[config.mk]
export PLATFORM = sky130hd
export DESIGN_NAME = mouse_spinner_accum
export DESIGN_NICKNAME = d
export VERILOG_FILES = /design/src/rtl/mouse_spinner_accum.sv
export SDC_FILE = /design/constraint.sdc
export NUM_CORES = 1
export LEC_CHECK = 0
export ABC_AREA = 0
export CAP_MARGIN = 15
export CORE_MARGIN = 1.5
export CORE_UTILIZATION = 45
export CTS_CLUSTER_DIAMETER = 200
export DETAILED_ROUTE_END_ITERATION = 10
export DONT_BUFFER_PORTS = 1
export PLACE_DENSITY = 0.66
export REMOVE_ABC_BUFFERS = 1
export SYNTH_ARGS = -nofsm -noshare
export SYNTH_HDL_FRONTEND = slang
export SYNTH_SLANG_ARGS = --single-unit
export TNS_END_PERCENT = 100
[constraint.sdc]
create_clock -name clk -period 5.88 [get_ports clk]
set_clock_uncertainty 0.05 [all_clocks]
set_input_delay 0.588 -clock clk [delete_from_list [all_inputs] [get_ports clk]]
set_output_delay 0.588 -clock clk [all_outputs]
set_load 0.005 [all_outputs]
[src/rtl/mouse_spinner_accum.sv]
// Spinner angle generator for the MCR1 game input port.
// Mouse X counts (or left/right buttons) are accumulated between frames and
// turned into a bounded, wrapping angle step once per frame strobe rising edge.
module mouse_spinner_accum #(
    parameter int ANGLE_W  = 4,
    parameter int ACC_W    = 10,
    parameter int DIV_SH   = 2,
    parameter int MAX_STEP = 2
) (
    input  logic               clk,
    input  logic               reset_n,
    input  logic               mouse_strobe,
    input  logic signed [8:0]  mouse_dx,
    input  logic               use_mouse,
    input  logic               btn_minus,
    input  logic               btn_plus,
    input  logic               fast,
    input  logic               strobe,
    output logic [ANGLE_W-1:0] spin_angle,
    output logic               moved,
    output logic               dir
);

    localparam int SUM_W = ACC_W + 2;
    localparam logic [ACC_W-1:0]        MAX_V   = ACC_W'(MAX_STEP);
    localparam logic signed [SUM_W-1:0] SAT_MAX = SUM_W'((2 ** (ACC_W - 1)) - 1);
    localparam logic signed [SUM_W-1:0] SAT_MIN = -SAT_MAX;

    logic                    strobe_d;
    logic                    use_mouse_d;
    logic signed [ACC_W-1:0] pending;
    logic signed [ACC_W-1:0] pending_next;
    logic                    fire;
    logic                    mode_change;
    logic [ACC_W-1:0]        pend_abs;
    logic [ACC_W-1:0]        pend_q;
    logic [ACC_W-1:0]        mag;
    logic signed [ACC_W-1:0] mouse_step;
    logic signed [ACC_W-1:0] button_step;
    logic signed [ACC_W-1:0] step;
    logic signed [SUM_W-1:0] sum;

    assign fire        = strobe & ~strobe_d;
    assign mode_change = use_mouse ^ use_mouse_d;

    // Step selection and next accumulator value; the step is always derived
    // from the pending count before any same-cycle mouse delta is added.
    always_comb begin
        pend_abs    = pending[ACC_W-1] ? ACC_W'(-pending) : ACC_W'(pending);
        pend_q      = pend_abs >> DIV_SH;
        mag         = (pend_q > MAX_V) ? MAX_V : pend_q;
        mouse_step  = pending[ACC_W-1] ? -$signed(mag) : $signed(mag);

        button_step = '0;
        if (btn_plus && !btn_minus) begin
            button_step = fast ? ACC_W'(2) : ACC_W'(1);
        end else if (btn_minus && !btn_plus) begin
            button_step = fast ? ACC_W'(-2) : ACC_W'(-1);
        end

        // A mode switch discards motion for this frame.
        step = '0;
        if (fire && !mode_change) begin
            step = use_mouse ? mouse_step : button_step;
        end

        sum = SUM_W'(pending);
        if (fire && use_mouse && !mode_change) begin
            sum = sum - (SUM_W'(step) <<< DIV_SH);
        end
        if (use_mouse && mouse_strobe) begin
            sum = sum + SUM_W'(mouse_dx);
        end

        // Clamp symmetrically so the accumulator never wraps.
        if (sum > SAT_MAX) begin
            sum = SAT_MAX;
        end else if (sum < SAT_MIN) begin
            sum = SAT_MIN;
        end

        pending_next = mode_change ? '0 : sum[ACC_W-1:0];
    end

    // State registers: edge detect, accumulator and registered outputs.
    always_ff @(posedge clk or negedge reset_n) begin
        if (!reset_n) begin
            strobe_d    <= 1'b0;
            use_mouse_d <= 1'b0;
            pending     <= '0;
            spin_angle  <= '0;
            moved       <= 1'b0;
            dir         <= 1'b0;
        end else begin
            strobe_d    <= strobe;
            use_mouse_d <= use_mouse;
            pending     <= pending_next;
            moved       <= (step != '0);
            if (step != '0) begin
                spin_angle <= spin_angle + step[ANGLE_W-1:0];
                dir        <= ~step[ACC_W-1];
            end
        end
    end

endmodule

==> flow_summary_export.csv, run 1 <==
group,metric,value,unit
status,status,"finished clean",
route,drt-total-wl,4972,um
placed_design,portBuffers,0,
floorplanning,rows,25,
worst_setup_path,crit_fanout,8,
sta,holdWs,0.3071,ns
route,ant_nets,0,
global_routing,grt_max_degree,19,
yosys,yosysWarnings,0,
cells_and_area,instances_no_fill,344,
min_path,hold_class,"input pin to register",
cells_and_area,antennaDiodeCount,0,
sta,setup_viol_count_final,0,
floorplanning,dieHeight,74.61,um
yosys,synth_top_cell_by_area,"dfrtp_1",
yosys,ys_async_sr_fraction,100.0,%
floorplanning,dieArea,5566,um2
yosys,syn-instance-count,275,
worst_setup_path,worstSetupPathType,"register to register",
clock_network,clkTransAtPathRegs,0.07,ns
yosys,synth_edf_count,0,
sta,drv_slew,0,
yosys,synth_commonest_cells,"ha_1 (24), nand2_1 (24), a21oi_1 (21)",
route,wire_per_inst,14.45,um
sta,period_minus_slack,5.482,ns
worst_setup_path,slowest_stage,"dfrtp_1",
power_and_ir_drop,power-per-cell-area,449.7,nW/um2
clock_network,cts_root_buf,"clkbuf_8",
worst_setup_path,max_stage_delay,0.47,ns
floorplanning,initial_utilization,47.90,%
worst_setup_path,required,6.00,ns
clock_network,insertion_delay,0.25,ns
cells_and_area,drive_above_1_share,15.16,%
yosys,synth_area_per_cell,8.390,um2
yosys,syn-cell-area,2307,um2
global_routing,antenna_found_initial,0,
worst_setup_path,path_cells,"nor3_1 > or3_4 > nand2_1 > nand2_1 > ha_1 > or2b_1 > a41oi_1 > nor2_1 > fa_1 > nor2b_2 > o31a_1 > o31ai_1 > xor2_1 > a21oi_2 > ha_1 > a21oi_1 > o21ai_0 > a221oi_2 > xor2_1 > nor2_1 > xnor2_2 > nor2b_2 > buf_4 > o31ai_2",
route,firstDrtPassIters,4,
sta,hold_viol,0,
clock_network,cts_buffers,3,
sta,fmax,0.1824,GHz
route,drt_iter0_drc,108,
placed_design,hpwl,4014,um
sta,fin_crit_sh,93.24,%
sta,tns,0,ns
global_routing,grt_pass1_vias,1801,
yosys,ys_seq_area_share,19.52,%
power_and_ir_drop,p_leak,1.095,nW
yosys,synth_seq_cells,18,
worst_setup_path,cp-start-kind,"register",
route,via_per_inst,5.637,
yosys,synth_top_flop_cell,"dfrtp_1",
cells_and_area,fillers,479,
placed_design,dp.cells,335,
floorplanning,ioPinCount,23,
cells_and_area,area_delta_synth_final,7.484,%
sta,max-slew-margin-rel,46.54,%
job,maxCapViolations,0,
sta,worst_pin_slew,0.7993,ns
route,drc,0,
global_routing,overflow,0,
placed_design,gp_congestion,0.8915,
yosys,synth_area_leaders,"dfrtp_1 (20%), ha_1 (13%), o31ai_2 (5.4%)",
yosys,synth.distinct_cells,58,
route,vias,1939,
clock_network,cts.sinks,18,
clock_network,tritoncts,"built",
clock_network,clockBufferDepth,2,
global_routing,grt_use_total,19.00,%
cells_and_area,final_nets,322,
floorplanning,fp.dieW,74.61,um
clock_network,htreeDepth,1,
power_and_ir_drop,vdd_drop_max,200.1,uV
global_routing,grt_first_pass_wirelength,8321,um
yosys,yosys.area.top_type_share,19.52,%
worst_setup_path,end_kind,"register",
worst_setup_path,crit_arrival,5.60,ns
floorplanning,coreArea,4817,um2
## per-layer routing
layer  share of wire, %  global-route usage, %  up-vias
li1                   -                      -     1021
met1                 52                  28.39      879
met2                 44                  29.56       35
met3                2.5                  2.168        4
met4               0.86                  3.838        0
met5                  0                      0        -
## cell families (layout without fill, tap and decap cells)
group | count (synthesis) | count (layout) | synth area share (%)
AO/OA/AOI/OAI | 93 | 93 | 29.88
buffers and inverters | 27 | 29 | 5.206
multiplexers | 6 | 6 | 2.657
adder cells (fa/ha/maj) | 27 | 27 | 15.62
AND/OR/NAND/NOR | 89 | 89 | 20.77
flip-flops | 18 | 18 | 19.52
XOR/XNOR | 15 | 15 | 6.345
## worst max-delay path: cells and delay by family (launching register included)
family / cells / cell delay [ns]
buf+inv: 1 / 0.18
xor+xnor: 3 / 0.63
simple gates: 9 / 1.36
fa+ha+maj: 3 / 1.05
compound gates: 8 / 1.67
flops: 1 / 0.47
## cell type report
| cell class | count | area [um2] | area share (%) |
|---|---|---|---|
| Clock buffer | 4 | 55.05 | 2.220 |
| Multi-Input combinational cell | 230 | 1764 | 71.14 |
| Inverter | 17 | 63.81 | 2.573 |
| Tap cell | 67 | 83.83 | 3.380 |
| Timing Repair Buffer | 8 | 62.56 | 2.523 |
| Sequential cell | 18 | 450.4 | 18.16 |
## state kept, by name (all words and copies together) (netlist names)
signal / cells
pending: 10
moved: 1
spin_angle: 4
use_mouse_d: 1
strobe_d: 1
dir: 1
## final timing paths
check                               from       endpoint  slack (ns)  cells after the start
min in group asynchronous        reset_n       strobe_d        0.81                      1
min                               strobe       strobe_d        0.31                      0
max reg2reg                   pending[1]     pending[1]        0.40                     24
max                           pending[1]     pending[1]        0.40                     24
max in group asynchronous        reset_n     pending[2]        4.47                      1
min reg2reg                spin_angle[3]  spin_angle[3]        0.44                      1
## where the power goes
part           internal, mW  total, mW  switching [mW]
registers             0.169      0.228          0.0587
logic                 0.357      0.786           0.428
clock network        0.0595      0.102          0.0422
total                 0.586       1.12           0.529
## timing repair
action | 4_1_cts | 5_1_grt
endpoints found under the hold margin | 18 | 0
setup endpoints to repair | 0 | 9
hold buffers | 1 | 0
resized for setup | 0 | 6
setup buffers | 0 | 3
## placed cells by master, fill, tap and decap left out, drive strengths merged, types with 7 or more instances in the layout
master | synthesis | final
nand2 | 24 | 24
ha | 24 | 24
a21oi | 21 | 21
dfrtp | 18 | 18
inv | 17 | 17
o21ai | 16 | 16
nor2 | 14 | 14
o31ai | 13 | 13
xnor2 | 10 | 10
nor3 | 9 | 9
o21a | 8 | 8
nor2b | 8 | 8
buf | 5 | 7
## stage by stage
step	setup slack, ns	cell area [um2]	total power [mW]	utilization, %
6_report	0.3975	2480	1.115	51.48
5_1_grt	-0.001882	2480	1.224	51.48
4_1_cts	0.1954	2422	1.074	50.29
3_5_place_dp	0.2055	2357	0.9644	48.94
3_3_place_gp	0.2741	2357	0.9553	48.94
2_1_floorplan	0.6982	2251	0.8141	-
Power figures use the tool's default switching activity.
==> run 2: changes to the inputs <==
--- a/config.mk
+++ b/config.mk
@@ -6,13 +6,13 @@
 export NUM_CORES = 1
 export LEC_CHECK = 0
 export ABC_AREA = 0
+export BUFFER_PORTS_ARGS = -buffer_cell sky130_fd_sc_hd__buf_2
 export CAP_MARGIN = 15
 export CORE_MARGIN = 1.5
 export CORE_UTILIZATION = 45
 export CTS_CLUSTER_DIAMETER = 200
 export DETAILED_ROUTE_END_ITERATION = 10
-export DONT_BUFFER_PORTS = 1
-export PLACE_DENSITY = 0.66
+export PLACE_DENSITY = 0.69
 export REMOVE_ABC_BUFFERS = 1
 export SYNTH_ARGS = -nofsm -noshare
 export SYNTH_HDL_FRONTEND = slang
==> run 2 against run 1 <==
Against the previous run:
- sequential share of layout area down 0.64 points
- sequential power down 4%
- clock-buffer cell count unchanged
- clock power about the same
==> flow_summary_export.csv, run 2 (synthesis gave the netlist of run 1 again) <==
group,metric,value,unit
global_routing,grt_pass1_vias,1834,
floorplanning,fp.dieW,74.61,um
cells_and_area,seqCellArea,450.4,um2
floorplanning,initial_utilization,47.90,%
cells_and_area,largest_register,"pending",
sta,tns,0,ns
floorplanning,dieArea,5566,um2
cells_and_area,area_delta_synth_final,11.39,%
worst_setup_path,required,6.00,ns
clock_network,cts_root_buf,"clkbuf_8",
status,status,"finished clean",
route,wire_per_inst,14.42,um
clock_network,htreeDepth,1,
global_routing,grt_first_pass_wirelength,8625,um
floorplanning,coreArea,4817,um2
cells_and_area,antennaDiodeCount,0,
worst_setup_path,crit_arrival,5.55,ns
sta,hold_viol,0,
cells_and_area,drive_above_1_share,21.28,%
cells_and_area,mostFrequentLayoutCells,"nand2_1 (24), ha_1 (24), buf_2 (22)",
sta,drv_slew,0,
route,drc,0,
route,vias,2102,
sta,max-slew-margin-rel,54.55,%
floorplanning,ioPinCount,23,
sta,fmax,0.1841,GHz
power_and_ir_drop,vdd_drop_max,181.3,uV
sta,setup_viol_count_final,0,
global_routing,antenna_found_initial,0,
global_routing,overflow,0,
clock_network,insertion_delay,0.26,ns
worst_setup_path,worstSetupPathType,"register to register",
worst_setup_path,end_kind,"register",
route,drt_iter0_drc,91,
clock_network,clockBufferDepth,2,
cells_and_area,finalCoreUtilization,53.35,%
route,drt-total-wl,5233,um
route,ant_nets,0,
cells_and_area,fillers,474,
power_and_ir_drop,power-per-cell-area,436.8,nW/um2
sta,worst_pin_slew,0.6782,ns
floorplanning,rows,25,
sta,period_minus_slack,5.432,ns
min_path,hold_class,"input pin to async pin",
clock_network,tritoncts,"built",
worst_setup_path,crit_fanout,8,
route,via_per_inst,5.791,
placed_design,hpwl,4149,um
clock_network,cts.sinks,18,
clock_network,hold_buffers,0,
cells_and_area,largest_register_ff_count,10,
route,firstDrtPassIters,4,
job,maxCapViolations,0,
worst_setup_path,cp-start-kind,"register",
cells_and_area,multiInputGateArea,1769,um2
clock_network,clkTransAtPathRegs,0.07,ns
global_routing,grt_use_total,19.62,%
worst_setup_path,rrSetupSlack,0.45,ns
sta,fin_crit_sh,92.38,%
placed_design,gp_congestion,0.8523,
floorplanning,dieHeight,74.61,um
global_routing,grt_max_degree,19,
placed_design,portBuffers,22,
power_and_ir_drop,p_leak,1.173,nW
cells_and_area,top_regs,"pending x10, spin_angle x4",
cells_and_area,final_nets,341,
clock_network,cts_buffers,3,
==> run 2: per-layer routing <==
layer | vias to the layer above | track usage, % | part of all wire [%]
met5 | - | 0 | 0
met4 | 0 | 2.626 | 0.73
met3 | 6 | 2.033 | 3.3
met2 | 50 | 30.85 | 45
met1 | 981 | 29.69 | 51
li1 | 1065 | - | -
==> run 2: final timing paths <==
kind / startpoint / endpoint / cells after the start
max: pending[1] / pending[2] / 26
min: reset_n / spin_angle[1] / 1
max reg2reg: pending[1] / pending[2] / 26
min reg2reg: spin_angle[3] / spin_angle[3] / 1
max in group asynchronous: reset_n / pending[4] / 1
min in group clk: spin_angle[3] / spin_angle[3] / 1
==> run 2: report_power, final <==
| group | switching [mW] | internal, mW |
|---|---|---|
| combinational | 0.443 | 0.358 |
| sequential | 0.0505 | 0.169 |
| clock | 0.0430 | 0.0595 |
| total | 0.536 | 0.586 |
==> run 2: layout make-up <==
| cell class | count | area share, % |
|---|---|---|
| clock buffers | 4 | 2.142 |
| well taps | 67 | 3.262 |
| repair buffers | 27 | 5.745 |
| inverters | 17 | 2.483 |
| flip-flops and latches | 18 | 17.53 |
| multi-input cells | 230 | 68.84 |
==> run 2: what timing repair did <==
item,CTS,global route
gates resized for setup,0,8
hold endpoints to repair,0,0
endpoints found under the setup margin,0,9
buffers inserted,0,1
==> run 2: critical path, cell delays in order, from the launching register on <==
cell and delay (ns):
dfrtp_1 0.47, nor3_1 0.10, or3_4 0.39, nand2_1 0.11, nand2_1 0.06, ha_1 0.29, or2b_1 0.24, a41oi_2 0.23
nor2_1 0.11, inv_1 0.13, ha_1 0.23, nor2b_1 0.15, o31ai_2 0.26, buf_4 0.19, nand2_1 0.05, o21ai_1 0.26
ha_1 0.34, o211ai_1 0.10, nand2_1 0.08, o41a_1 0.18, mux2i_1 0.18, nor4_1 0.28, o21bai_1 0.11, a41o_1 0.22
nor2b_2 0.14, buf_4 0.18, o31ai_2 0.21
==> run 2: stage by stage <==
step	power (mW)	worst slack [ns]	hold WS, ns	cells	cell area (um2)
6_report	1.123	0.4483	0.1968	363	2570
5_1_grt	1.237	-0.0009361	0.2324	363	2570
4_1_cts	1.096	0.2259	0.2080	362	2530
3_5_place_dp	0.9910	0.2931	0.4070	358	2475
3_3_place_gp	0.9764	0.3456	0.4028	358	2475
2_1_floorplan	0.8141	0.6982	0.2424	265	2251
